--- config.mk ---
export PLATFORM = sky130hd
export DESIGN_NAME = load_store_unit
export DESIGN_NICKNAME = d
export VERILOG_FILES = /design/src/rtl/load_store_unit_pkg.sv /design/src/rtl/lsu_align.sv /design/src/rtl/load_store_unit.sv
export SDC_FILE = /design/constraint.sdc
export NUM_CORES = 1
export LEC_CHECK = 0
export BUFFER_PORTS_ARGS = -buffer_cell sky130_fd_sc_hd__buf_2
export CAP_MARGIN = 15
export CORE_ASPECT_RATIO = 1.2
export CORE_MARGIN = 2
export CORE_UTILIZATION = 30
export CTS_CLUSTER_SIZE = 20
export DETAILED_ROUTE_END_ITERATION = 10
export MAX_ROUTING_LAYER = met4
export SETUP_SLACK_MARGIN = 0.2
export SLEW_MARGIN = 20
export SYNTH_ARGS = -nofsm -noshare
export SYNTH_HDL_FRONTEND = slang
export SYNTH_SLANG_ARGS = --single-unit
export TNS_END_PERCENT = 20
--- constraint.sdc ---
create_clock -name clk -period 3.8 [get_ports clk]
set_clock_uncertainty 0.15 [all_clocks]
set_input_delay 0.76 -clock clk [delete_from_list [all_inputs] [get_ports clk]]
set_output_delay 0.76 -clock clk [all_outputs]
set_load 0.02 [all_outputs]
--- src/rtl/load_store_unit_pkg.sv ---
// Shared types for the load/store unit: FSM states, funct3 access codes, data-bus views
// and the size/sign decode helpers used by the top and the lane-alignment block.
package load_store_unit_pkg;

    typedef enum logic [2:0] {
        IDLE   = 3'd0,
        ACCESS = 3'd1,
        WAIT   = 3'd2,
        DONE   = 3'd3,
        ERR    = 3'd4
    } lsu_state_e;

    // Encoded as {is_store, funct3} so loads and stores stay distinct
    typedef enum logic [3:0] {
        LB  = 4'b0000,
        LH  = 4'b0001,
        LW  = 4'b0010,
        LBU = 4'b0100,
        LHU = 4'b0101,
        SB  = 4'b1000,
        SH  = 4'b1001,
        SW  = 4'b1010
    } mem_size_e;

    typedef enum logic [1:0] {
        SZ_BYTE = 2'd0,
        SZ_HALF = 2'd1,
        SZ_WORD = 2'd2
    } acc_size_e;

    typedef union packed {
        logic [31:0]      word;
        logic [1:0][15:0] half;
        logic [3:0][7:0]  lane;
    } dataBus_u;

    // Undefined codes fall through to word size
    function automatic acc_size_e access_size(input logic [2:0] funct3);
        acc_size_e size;
        case (funct3)
            3'b000, 3'b100: size = SZ_BYTE;
            3'b001, 3'b101: size = SZ_HALF;
            default:        size = SZ_WORD;
        endcase
        return size;
    endfunction

    function automatic logic is_signed_load(input logic [2:0] funct3);
        return (funct3 == 3'b000) || (funct3 == 3'b001);
    endfunction

endpackage

--- src/rtl/lsu_align.sv ---
// Byte-lane steering for the load/store unit: store lane replication, byte enables
// and load shift with sign/zero extension. Purely combinational.
module lsu_align
    import load_store_unit_pkg::*;
(
    input  logic [3:0]  op,
    input  logic [1:0]  addr_lo,
    input  logic [31:0] wdata,
    input  logic [31:0] rdata,
    output logic [3:0]  byte_en,
    output logic [31:0] wdata_rep,
    output logic [31:0] load_data
);

    acc_size_e  size_s;
    logic       sext_s;
    logic [1:0] offset_s;
    dataBus_u   wr_s;
    dataBus_u   rd_s;

    // Offset honours only the address bits meaningful for the access size,
    // so misaligned halfwords/words are forced onto their natural boundary.
    always_comb begin
        size_s    = access_size(op[2:0]);
        sext_s    = is_signed_load(op[2:0]);
        wr_s.word = wdata;
        offset_s  = 2'b00;
        byte_en   = 4'b1111;
        wdata_rep = wdata;
        case (size_s)
            SZ_BYTE: begin
                offset_s  = addr_lo;
                byte_en   = 4'b0001 << addr_lo;
                wdata_rep = {4{wr_s.lane[0]}};
            end
            SZ_HALF: begin
                offset_s  = {addr_lo[1], 1'b0};
                byte_en   = 4'b0011 << {addr_lo[1], 1'b0};
                wdata_rep = {2{wr_s.half[0]}};
            end
            default: begin
                offset_s  = 2'b00;
                byte_en   = 4'b1111;
                wdata_rep = wdata;
            end
        endcase
        rd_s.word = rdata >> {offset_s, 3'b000};
        case (size_s)
            SZ_BYTE: load_data = {{24{sext_s & rd_s.lane[0][7]}}, rd_s.lane[0]};
            SZ_HALF: load_data = {{16{sext_s & rd_s.half[0][15]}}, rd_s.half[0]};
            default: load_data = rd_s.word;
        endcase
    end

endmodule

--- src/rtl/load_store_unit.sv ---
// RV32I load/store unit: one outstanding access, bounded wait for mem_ready, bus-error on timeout.
// Optional macro LSU_MISALIGN_EXC_EN flags misaligned halfword/word accesses instead of forcing alignment.
module load_store_unit
    import load_store_unit_pkg::*;
#(
    parameter int MAX_WAIT = 15
) (
    input  logic        clk,
    input  logic        rst,
    input  logic        clk_en,
    input  logic        ex_rd_en,
    input  logic        ex_wr_en,
    input  logic [2:0]  ex_funct3,
    input  logic [31:0] ex_addr,
    input  logic [31:0] ex_wdata,
    output logic        lsu_stall,
    output logic [31:0] lsu_rdata,
    output logic        lsu_done,
    output logic        lsu_bus_err,
    output logic        lsu_misalign,
    output logic [31:0] mem_addr,
    output logic [31:0] mem_wdata,
    output logic [3:0]  mem_byte_en,
    output logic        mem_rd_en,
    output logic        mem_wr_en,
    input  logic [31:0] mem_rdata,
    input  logic        mem_ready
);

    localparam int CNT_W = $clog2(MAX_WAIT + 2);
    localparam logic [CNT_W-1:0] CNT_MAX = CNT_W'(MAX_WAIT);

    lsu_state_e       state_r;
    lsu_state_e       state_s;
    logic [CNT_W-1:0] wait_cnt_r;
    logic [CNT_W-1:0] wait_cnt_s;
    logic [31:0]      addr_r;
    logic [31:0]      wdata_r;
    logic [31:0]      rdata_r;
    logic [3:0]       op_r;
    logic             misalign_r;
    logic             req_s;
    logic             busy_s;
    logic [3:0]       req_op_s;
    logic             misalign_req_s;
    logic [3:0]       byte_en_s;
    logic [31:0]      wdata_rep_s;
    logic [31:0]      load_data_s;

    assign req_s    = ex_rd_en | ex_wr_en;
    // A store request overrides a simultaneous load
    assign req_op_s = {ex_wr_en, ex_funct3};
    assign busy_s   = (state_r == ACCESS) || (state_r == WAIT);

`ifdef LSU_MISALIGN_EXC_EN
    // Detect halfword/word requests that cross their natural boundary
    always_comb begin
        case (access_size(ex_funct3))
            SZ_HALF: misalign_req_s = ex_addr[0];
            SZ_WORD: misalign_req_s = |ex_addr[1:0];
            default: misalign_req_s = 1'b0;
        endcase
    end
`else
    assign misalign_req_s = 1'b0;
`endif

    lsu_align u_align (
        .op        (op_r),
        .addr_lo   (addr_r[1:0]),
        .wdata     (wdata_r),
        .rdata     (mem_rdata),
        .byte_en   (byte_en_s),
        .wdata_rep (wdata_rep_s),
        .load_data (load_data_s)
    );

    // State, wait counter and request latches; everything holds while clk_en is low
    always_ff @(posedge clk or posedge rst) begin
        if (rst) begin
            state_r    <= IDLE;
            wait_cnt_r <= '0;
            addr_r     <= 32'd0;
            wdata_r    <= 32'd0;
            rdata_r    <= 32'd0;
            op_r       <= 4'd0;
            misalign_r <= 1'b0;
        end else if (clk_en) begin
            state_r    <= state_s;
            wait_cnt_r <= wait_cnt_s;
            if ((state_r == IDLE) && req_s) begin
                addr_r     <= ex_addr;
                wdata_r    <= ex_wdata;
                op_r       <= req_op_s;
                misalign_r <= misalign_req_s;
                rdata_r    <= 32'd0;
            end else if (busy_s && mem_ready && !op_r[3]) begin
                rdata_r    <= load_data_s;
            end
        end
    end

    // Next-state and wait-counter logic
    always_comb begin
        state_s    = state_r;
        wait_cnt_s = wait_cnt_r;
        case (state_r)
            IDLE: begin
                if (req_s) begin
                    state_s    = misalign_req_s ? DONE : ACCESS;
                    wait_cnt_s = '0;
                end else begin
                    state_s = IDLE;
                end
            end
            ACCESS: begin
                if (mem_ready) begin
                    state_s = DONE;
                end else begin
                    state_s    = WAIT;
                    wait_cnt_s = CNT_W'(1);
                end
            end
            WAIT: begin
                if (mem_ready) begin
                    state_s = DONE;
                end else if (wait_cnt_r == CNT_MAX) begin
                    state_s = ERR;
                end else begin
                    wait_cnt_s = wait_cnt_r + CNT_W'(1);
                end
            end
            DONE:    state_s = IDLE;
            ERR:     state_s = IDLE;
            default: state_s = IDLE;
        endcase
    end

    // Output decode; bus fields are zero unless an access is on the bus
    always_comb begin
        lsu_stall    = 1'b0;
        lsu_done     = 1'b0;
        lsu_bus_err  = 1'b0;
        lsu_misalign = 1'b0;
        lsu_rdata    = 32'd0;
        mem_rd_en    = 1'b0;
        mem_wr_en    = 1'b0;
        mem_addr     = 32'd0;
        mem_wdata    = 32'd0;
        mem_byte_en  = 4'd0;
        case (state_r)
            IDLE: lsu_stall = clk_en & req_s & ~rst;
            ACCESS, WAIT: begin
                lsu_stall   = 1'b1;
                mem_rd_en   = ~op_r[3];
                mem_wr_en   = op_r[3];
                mem_addr    = {addr_r[31:2], 2'b00};
                mem_wdata   = wdata_rep_s;
                mem_byte_en = byte_en_s;
            end
            DONE: begin
                lsu_done     = 1'b1;
                lsu_misalign = misalign_r;
                lsu_rdata    = rdata_r;
            end
            ERR: begin
                lsu_done    = 1'b1;
                lsu_bus_err = 1'b1;
            end
            default: lsu_stall = 1'b0;
        endcase
    end

endmodule

Yosys cells after proc, flatten, opt, wreduce, memory -nomap -nowiden
Index checks and enable logic that the tools add are counted.
Storage, ports and cells
  register bits after elaboration: 108
  input port bits: 105
  output and inout bits: 106
  word-level logic and storage cells: 76
Cells by class
  add/subtract/negate cells: 1
  equal/unequal tests: 14
  shift-type cells: 3
  multiplexer cells: 26
  bitwise logic cells: 7
  reduce and logical (&&, ||, !) cells: 19
Operators by type and width (count)
  $mux W32: 5
  $pmux W32 S2: 2
  $shr A32 B5 Y32: 1
  $mux W5: 4
  $pmux W5 S3: 1
  $eq A3 B3 Y1 const B: 3
  $pmux W3 S3: 1
  $ne A2 B2 Y1 const B: 4
  $pmux W2 S2: 2
  $pmux W4 S2: 1
  $reduce_or A2 Y1: 4
  $eq A3 B1 Y1 const B: 2
  $eq A3 B2 Y1 const B: 2
  $logic_not A3 Y1: 2
  $mux W1: 6
  $mux W3: 2
  $reduce_and A2 Y1: 3
  $reduce_and A6 Y1: 1
  $add A5 B1 Y5 const B: 1
  $eq A5 B4 Y1 const B: 1
  $and A1 B1 Y1: 4
  $mux W4: 1
  $shl A1 B2 Y4 const A: 1
  $shl A2 B2 Y4 const A: 1
  11 further kinds: 15

Longest topological paths before layout
Gate-level depths: netlist of the first run.
  word-level depth: 10
  gate-level depth with buffers: 7
  depth with buffers taken out: 7

Modules after synthesis
A second synthesis of the first run with hierarchy kept.
Second synthesis, totals
  cell total of the unflattened synthesis: 697
  area, all modules: 6187.2 um2
By module, submodules not included
  load_store_unit: instances 1, cells an instance 538, area an instance 4989.8 um2, sequential area each 2702.6 um2
  lsu_align: instances 1, cells an instance 159, area an instance 1197.4 um2, sequential area each 0.0 um2

Worst setup path before layout of the first run
Ideal clock, no wire load.
  kind: input to output
  from: input clk_en
  to: output lsu_stall
  arrival time: 2099 ps
  required time: 2890 ps
  slack: 791 ps
  stages: 6
  buffers on the path: 3
  cell sequence: buf_2 nor4b_4 nand2_1 buf_2 buf_2 o21ai_0
On the way
  cells in the longest elaborated chain, start to end: 3
Ends and longest elaborated chain
  start: declaration: line load_store_unit.sv:10  | input logic clk_en,
  $and A1 B1 Y1 (2 in series): line load_store_unit.sv:152  | IDLE: lsu_stall = clk_en & req_s & ~rst;
  $pmux W1 S2: line load_store_unit.sv:151  | case (state_r)
  end: declaration: line load_store_unit.sv:16  | output logic lsu_stall,
No other way between the ends.

Final worst setup path of the first run
  from: register state_r[0]
  to: output mem_wdata[13]
On the way
  cells in the longest elaborated chain, start to end: 3
  elaborated cells between the ends (all ways): 4
  those cells by class: eq/ne (2); mux (1); reduce/logical (1)
Ends and longest elaborated chain
  start: declaration: line load_store_unit.sv:33  | lsu_state_e state_r;
  start signal: assignment: line load_store_unit.sv:89  | state_r <= state_s;
  $eq A3 B1 Y1 / $eq A3 B2 Y1 (equally long branches): line load_store_unit.sv:151
  $reduce_or A2 Y1 *: line load_store_unit.sv:151
  $mux W32 *: line load_store_unit.sv:151
  end: declaration: line load_store_unit.sv:22  | output logic [31:0] mem_wdata,
Every way passes the cells marked *; elsewhere a longest branch is shown, timed or not.

==> results by group, run 1 <==
Layout
  • Area Overhead vs Synth: 27.3%
  • Nets: 854
  • Fin util: 0.386
  • Fin area: 7490 um2
  • Fill cell count: 1969
  • Non-filler cells, final: 1016
  • Share of cells above drive strength 1: 0.451

Placement
  • Port Buffer Count: 207
  • Placed instance area: 7170 um2
  • Gpl congestion: 0.790
  • Number of cells after detailed placement: 997
  • Dpl ws: 0.925 ns
  • HPWL Detailed: 12400 um

STA
  • Slew Limit Fails: 0
  • Max Fclk: 315 MHz
  • Setup violators final: 0
  • Final-report hold violation count: 0
  • Worst Setup Slack, final: 0.625 ns
  • RSZ-0062 raised after global routing: no
  • Worst Tran Pin Value: 1.06 ns
  • Min cycle time layout: 3.17 ns
  • Hold Worst Slack: 0.331 ns
  • Relative slew slack: 0.295
  • TNS Setup: 0 ns
  • Final worst path period share: 0.835

Drt
  • Drt initial violations: 270
  • Drt first pass iters: 4
  • # DRC: 0
  • WL/cell: 16.7 um
  • Routed Antenna Nets: 0
  • Vias per cell: 4.74
  • Routed Wire Length: 17000 um
  • Via count: 4820

Worst setup path
  • Critical Path Stages: 5
  • Worst setup path class: reg -> out
  • Req. time, crit path: 2.89 ns
  • Max incr delay on CP: 0.60 ns
  • Crit-path cells: xor2_2 > nand2b_1 > buf_4 > a21oi_1 > buf_2
  • Worst Setup End Kind: output pin
  • CP max-delay cell: dfrtp_1
  • Worst path bufs/invs: 2
  • Worst reg-to-reg path cell count: 3
  • CP Max Fanout: 22
  • Top delay family on crit path: flip-flops
  • Crit path arrival time: 2.26 ns
  • Critical Path Source Type: flop

Floorplanning
  • Io pins: 211
  • Die Span X: 132 um
  • Initial core utilization: 0.303
  • Core Rows: 56
  • Total core area: 19400 um2
  • Die area: 20800 um2
  • Die Ht: 157 um

Clock tree
  • Setup repair bufs after CTS: 0
  • CTS Buf Count: 9
  • # hold bufs at CTS: 0
  • Clk slew on worst S/H paths: 0.07 ns
  • Post_cts resized: 0
  • Clock net sink count: 108
  • TritonCTS clock tree: done
  • Worst skew pair latency: 0.34 ns
  • H-tree level count: 3
  • Clock Root Buffer: clkbuf_16
  • CTS Buffer Depth: 2

GRT
  • Vias in the first global route: 4825
  • Initial antenna violation count: 3
  • GRT Overall Usage: 0.167
  • Global-route wire length before repair: 26600 um
  • Global route overflow: 0
  • Pin count of the biggest net entering global routing: 50

Yosys
  • Syn. warnings: 0
  • Synth Register Bits: 108
  • Synth Flop Type: dfrtp_1
  • Syn Area/Cell: 10.6 um2
  • Post-synth EDFFs: 0
  • Unique masters post-synth: 45
  • Synth Cell Area: 5890 um2
  • Sequential-to-total area share from yosys stat: 0.459
  • Ys async rst share: 1.00
  • Synth Instances: 557

Worst hold path
  • HP Class: reg -> reg
  • Min-Delay Path Depth: 2

Pwr
  • Power Total: 7.21 mW
  • Power density cells: 962 nW/um2
  • P_leak: 3.65 nW
  • VDD IR max: 0.459 mV

Job
  • Max Cap Viol: 0

Outcome
  • Outcome: finished clean
cells in the mapped netlist, types with 5 or more instances:
library cell	instances	area share
dfrtp_1	108	0.46
mux2_2	74	0.14
and2_1	72	0.077
nand2_1	52	0.033
nor2_1	39	0.025
clkbuf_1	20	0.013
a21oi_1	19	0.016
mux2i_1	17	0.029
buf_2	16	0.014
a32oi_1	15	0.022
nand2b_1	14	0.015
o21ai_1	14	0.012
o21ai_0	12	0.010
nand3_1	8	0.0068
mux4_2	7	0.027
o221ai_2	7	0.018
buf_4	5	0.0064
inv_1	5	0.0032
metal layers:
metal  global-route usage  part of all wire
met1                0.203              0.43
met4               0.0476             0.012
met5                    -                 0
met2                0.283              0.51
met3               0.0309             0.052
worst min-delay path, cell delays in order, from the launching register on:
cell and delay (ns):
dfrtp_1 0.34, nand2_1 0.05, o21ai_0 0.06
cell type report:
cell class | count | area (um2) | area share
Timing Repair Buffer | 221 | 1150 | 0.154
Sequential cell | 108 | 2700 | 0.361
Tap cell | 261 | 327 | 0.0436
Multi-Input combinational cell | 401 | 2960 | 0.394
Inverter | 6 | 26.3 | 0.00351
Antenna cell | 3 | 7.51 | 0.00100
Clock inverter | 6 | 81.3 | 0.0109
Clock buffer | 10 | 239 | 0.0319
flip-flops by register name (all words and copies together), names as in the netlist:
register / cells
state_r: 3
addr_r: 32
rdata_r: 32
wdata_r: 32
op_r: 4
wait_cnt_r: 5
report_power, final:
group	switching (mW)	internal [mW]	leakage [nW]	total, mW
logic	2.46	1.61	2.16	4.07
clock network	0.462	0.543	0.156	1.01
registers	0.424	1.71	1.33	2.13
total	3.35	3.86	3.65	7.21
final timing paths:
check / start / to / slack, ns
worst max-delay path: state_r[0] / mem_wdata[13] / 0.63
worst min-delay path: rdata_r[7] / rdata_r[7] / 0.33
worst max register to register: op_r[0] / rdata_r[30] / 1.19
worst min register to register: rdata_r[7] / rdata_r[7] / 0.33
max in group asynchronous: rst / addr_r[22] / 2.26
min in group asynchronous: rst / addr_r[24] / 0.44
placed cells by master, fill, tap and decap left out, types with 4 or more instances in the layout:
master     synthesis  routed
buf_2             16     207
dfrtp_1          108     107
mux2_2            74      74
and2_1            72      72
nand2_1           52      51
nor2_1            39      39
a21oi_1           19      19
mux2i_1           17      17
a32oi_1           15      15
nand2b_1          14      14
o21ai_1           14      14
buf_4              5      13
o21ai_0           12      12
clkbuf_16          0       9
nand3_1            8       8
o221ai_2           7       7
mux4_2             7       7
nor2b_1            4       4
inv_1              5       4
o21a_1             4       4
a31oi_1            4       4
o221ai_1           4       4
cell families after synthesis:
group,synth area share
adders and majority gates,0.00425
xor gates and xnor gates,0.00276
muxes,0.197
buffers and inverters,0.0423
and+or+nand+nor,0.188
AOI/OAI and AO/OA,0.106
DFF,0.459
other,0.000637
Power figures use the tool's default switching activity.
==> run 2, diff against run 1 <==
==> constraint.sdc (replaced) <==
create_clock -name clk -period 3.3 [get_ports clk]
set_clock_uncertainty 0.15 [all_clocks]
set_input_delay 0.66 -clock clk [delete_from_list [all_inputs] [get_ports clk]]
set_output_delay 0.66 -clock clk [all_outputs]
set_load 0.02 [all_outputs]
==> run 2 against run 1 <==
  * Sequential share of layout area fell by 0.11 points
  * Die area unchanged
  * Via count rose by 0.37%
  * Combinational power increased by 16%
  * Worst setup slack worse by 0.24 ns
  * Total power is 16% higher
  * Highest routed layer unchanged
==> results by group, run 2 (same netlist as run 1, synthesis figures left out) <==
STA
  • Max Fclk: 343 MHz
  • Final worst path period share: 0.884
  • Final-report hold violation count: 0
  • Relative slew slack: 0.306
  • TNS Setup: 0 ns
  • Worst Tran Pin Value: 1.04 ns
  • Slew Limit Fails: 0
  • Hold Worst Slack: 0.157 ns
  • RSZ-0062 raised after global routing: yes
  • Min cycle time layout: 2.92 ns
  • Setup violators final: 0

Drt
  • Wire length on met1: 7100 um
  • # DRC: 0
  • Routed Wire Length: 17100 um
  • Vias per cell: 4.77
  • Drt first pass iters: 4
  • Met3 routed WL: 1000 um
  • Highest routed layer: met4
  • Routed Antenna Nets: 0
  • Via count: 4838
  • Drt initial violations: 298
  • Met2 WL: 8650 um
  • WL/cell: 16.9 um

Placement
  • Gpl congestion: 0.789
  • HPWL Detailed: 12300 um
  • Port Buffer Count: 207

Layout
  • Most common cell after layout, fill and taps aside: buf_2
  • Top Registers: addr_r: 32 flops, rdata_r: 32 flops, wdata_r: 32 flops
  • Most frequent cells in the layout: 207 x buf_2, 107 x dfrtp_1, 74 x mux2_2, 72 x and2_1, 51 x nand2_1
  • Share of cells above drive strength 1: 0.452
  • Nets: 854
  • Area Overhead vs Synth: 27.7%
  • Fill cell count: 1960

Floorplanning
  • Die area: 20800 um2
  • Initial core utilization: 0.303
  • Io pins: 211
  • Die Span X: 132 um
  • Total core area: 19400 um2
  • Core Rows: 56
  • Die Ht: 157 um

Job
  • Max Cap Viol: 0

Clock tree
  • TritonCTS clock tree: done
  • Clock net sink count: 108
  • Clk slew on worst S/H paths: 0.08 ns
  • H-tree level count: 3
  • Setup repair bufs after CTS: 0
  • CTS Buf Count: 9
  • Worst skew pair latency: 0.35 ns
  • CTS Buffer Depth: 2
  • Clock Root Buffer: clkbuf_16

Worst setup path
  • CP Max Fanout: 39
  • Worst Setup End Kind: output pin
  • Critical Path Source Type: flop
  • Crit path arrival time: 2.11 ns
  • Req. time, crit path: 2.49 ns
  • Worst reg-to-reg path cell count: 3
  • Worst setup path class: reg -> out

GRT
  • Pin count of the biggest net entering global routing: 59
  • Initial antenna violation count: 2
  • Global-route wire length before repair: 26400 um
  • GRT Overall Usage: 0.168
  • Global route overflow: 0
  • Vias in the first global route: 4852

Outcome
  • Outcome: finished clean

Pwr
  • Power density cells: 1110 nW/um2
  • VDD IR max: 0.631 mV
  • P_leak: 3.66 nW

Worst hold path
  • HP Class: in -> async
run 2: cell count changes in the layout (fill, tap and decap cells not counted):
cell	previous run	this run
buf_12	1	3
nand2b_2	0	1
diode_2	3	2
nand2b_1	14	13
inv_6	2	1
inv_8	0	2
clkinv_8	1	0
buf_4	13	11
run 2: worst max-delay path, stage by stage, from the launching register on:
cell	delay (ns)
dfrtp_1	0.58
xor2_2	0.29
and2b_1	0.16
buf_4	0.33
and2_1	0.21
buf_2	0.17
run 2: power by group:
group | internal, mW | switching, mW
Sequential | 1.97 | 0.494
Clock | 0.627 | 0.535
Combinational | 1.89 | 2.84
Total | 4.48 | 3.87
run 2: final cells by class:
type	count	area [um2]	area share
Sequential cell	108	2700	0.360
Antenna cell	2	5.00	0.000666
Inverter	6	26.3	0.00350
Clock buffer	10	239	0.0318
Timing Repair Buffer	221	1180	0.157
Clock inverter	6	78.8	0.0105
Multi-Input combinational cell	401	2960	0.394
Tap cell	261	327	0.0434
run 2: path summary, 6_finish.rpt:
check	start	to	slack, ns
max	state_r[0]	mem_wdata[7]	0.38
max in group asynchronous	rst	op_r[1]	2.21
min reg2reg	rdata_r[25]	rdata_r[25]	0.33
min in group clk	rdata_r[25]	rdata_r[25]	0.33
max reg2reg	op_r[1]	rdata_r[26]	0.70
min	rst	addr_r[11]	0.16
run 2: through the flow:
stage	util	instances	worst slack, ns	instance area, um2	power [mW]
2_1_floorplan	-	559	0.491	5900	5.67
3_3_place_gp	0.370	997	0.636	7190	7.21
3_5_place_dp	0.370	997	0.598	7190	7.25
4_1_cts	0.387	1013	0.258	7510	8.44
5_1_grt	0.387	1015	0.192	7520	8.94
6_report	0.387	1015	0.384	7520	8.35
run 2: timing repair:
action	CTS	global route
hold buffers	0	0
gates resized for setup	0	1
setup endpoints to repair	0	23
run 2: per-layer routing:
metal | up-vias | GRT usage
met3 | 23 | 0.0332
met5 | - | -
li1 | 2321 | -
met2 | 170 | 0.284
met1 | 2324 | 0.199
met4 | 0 | 0.0626
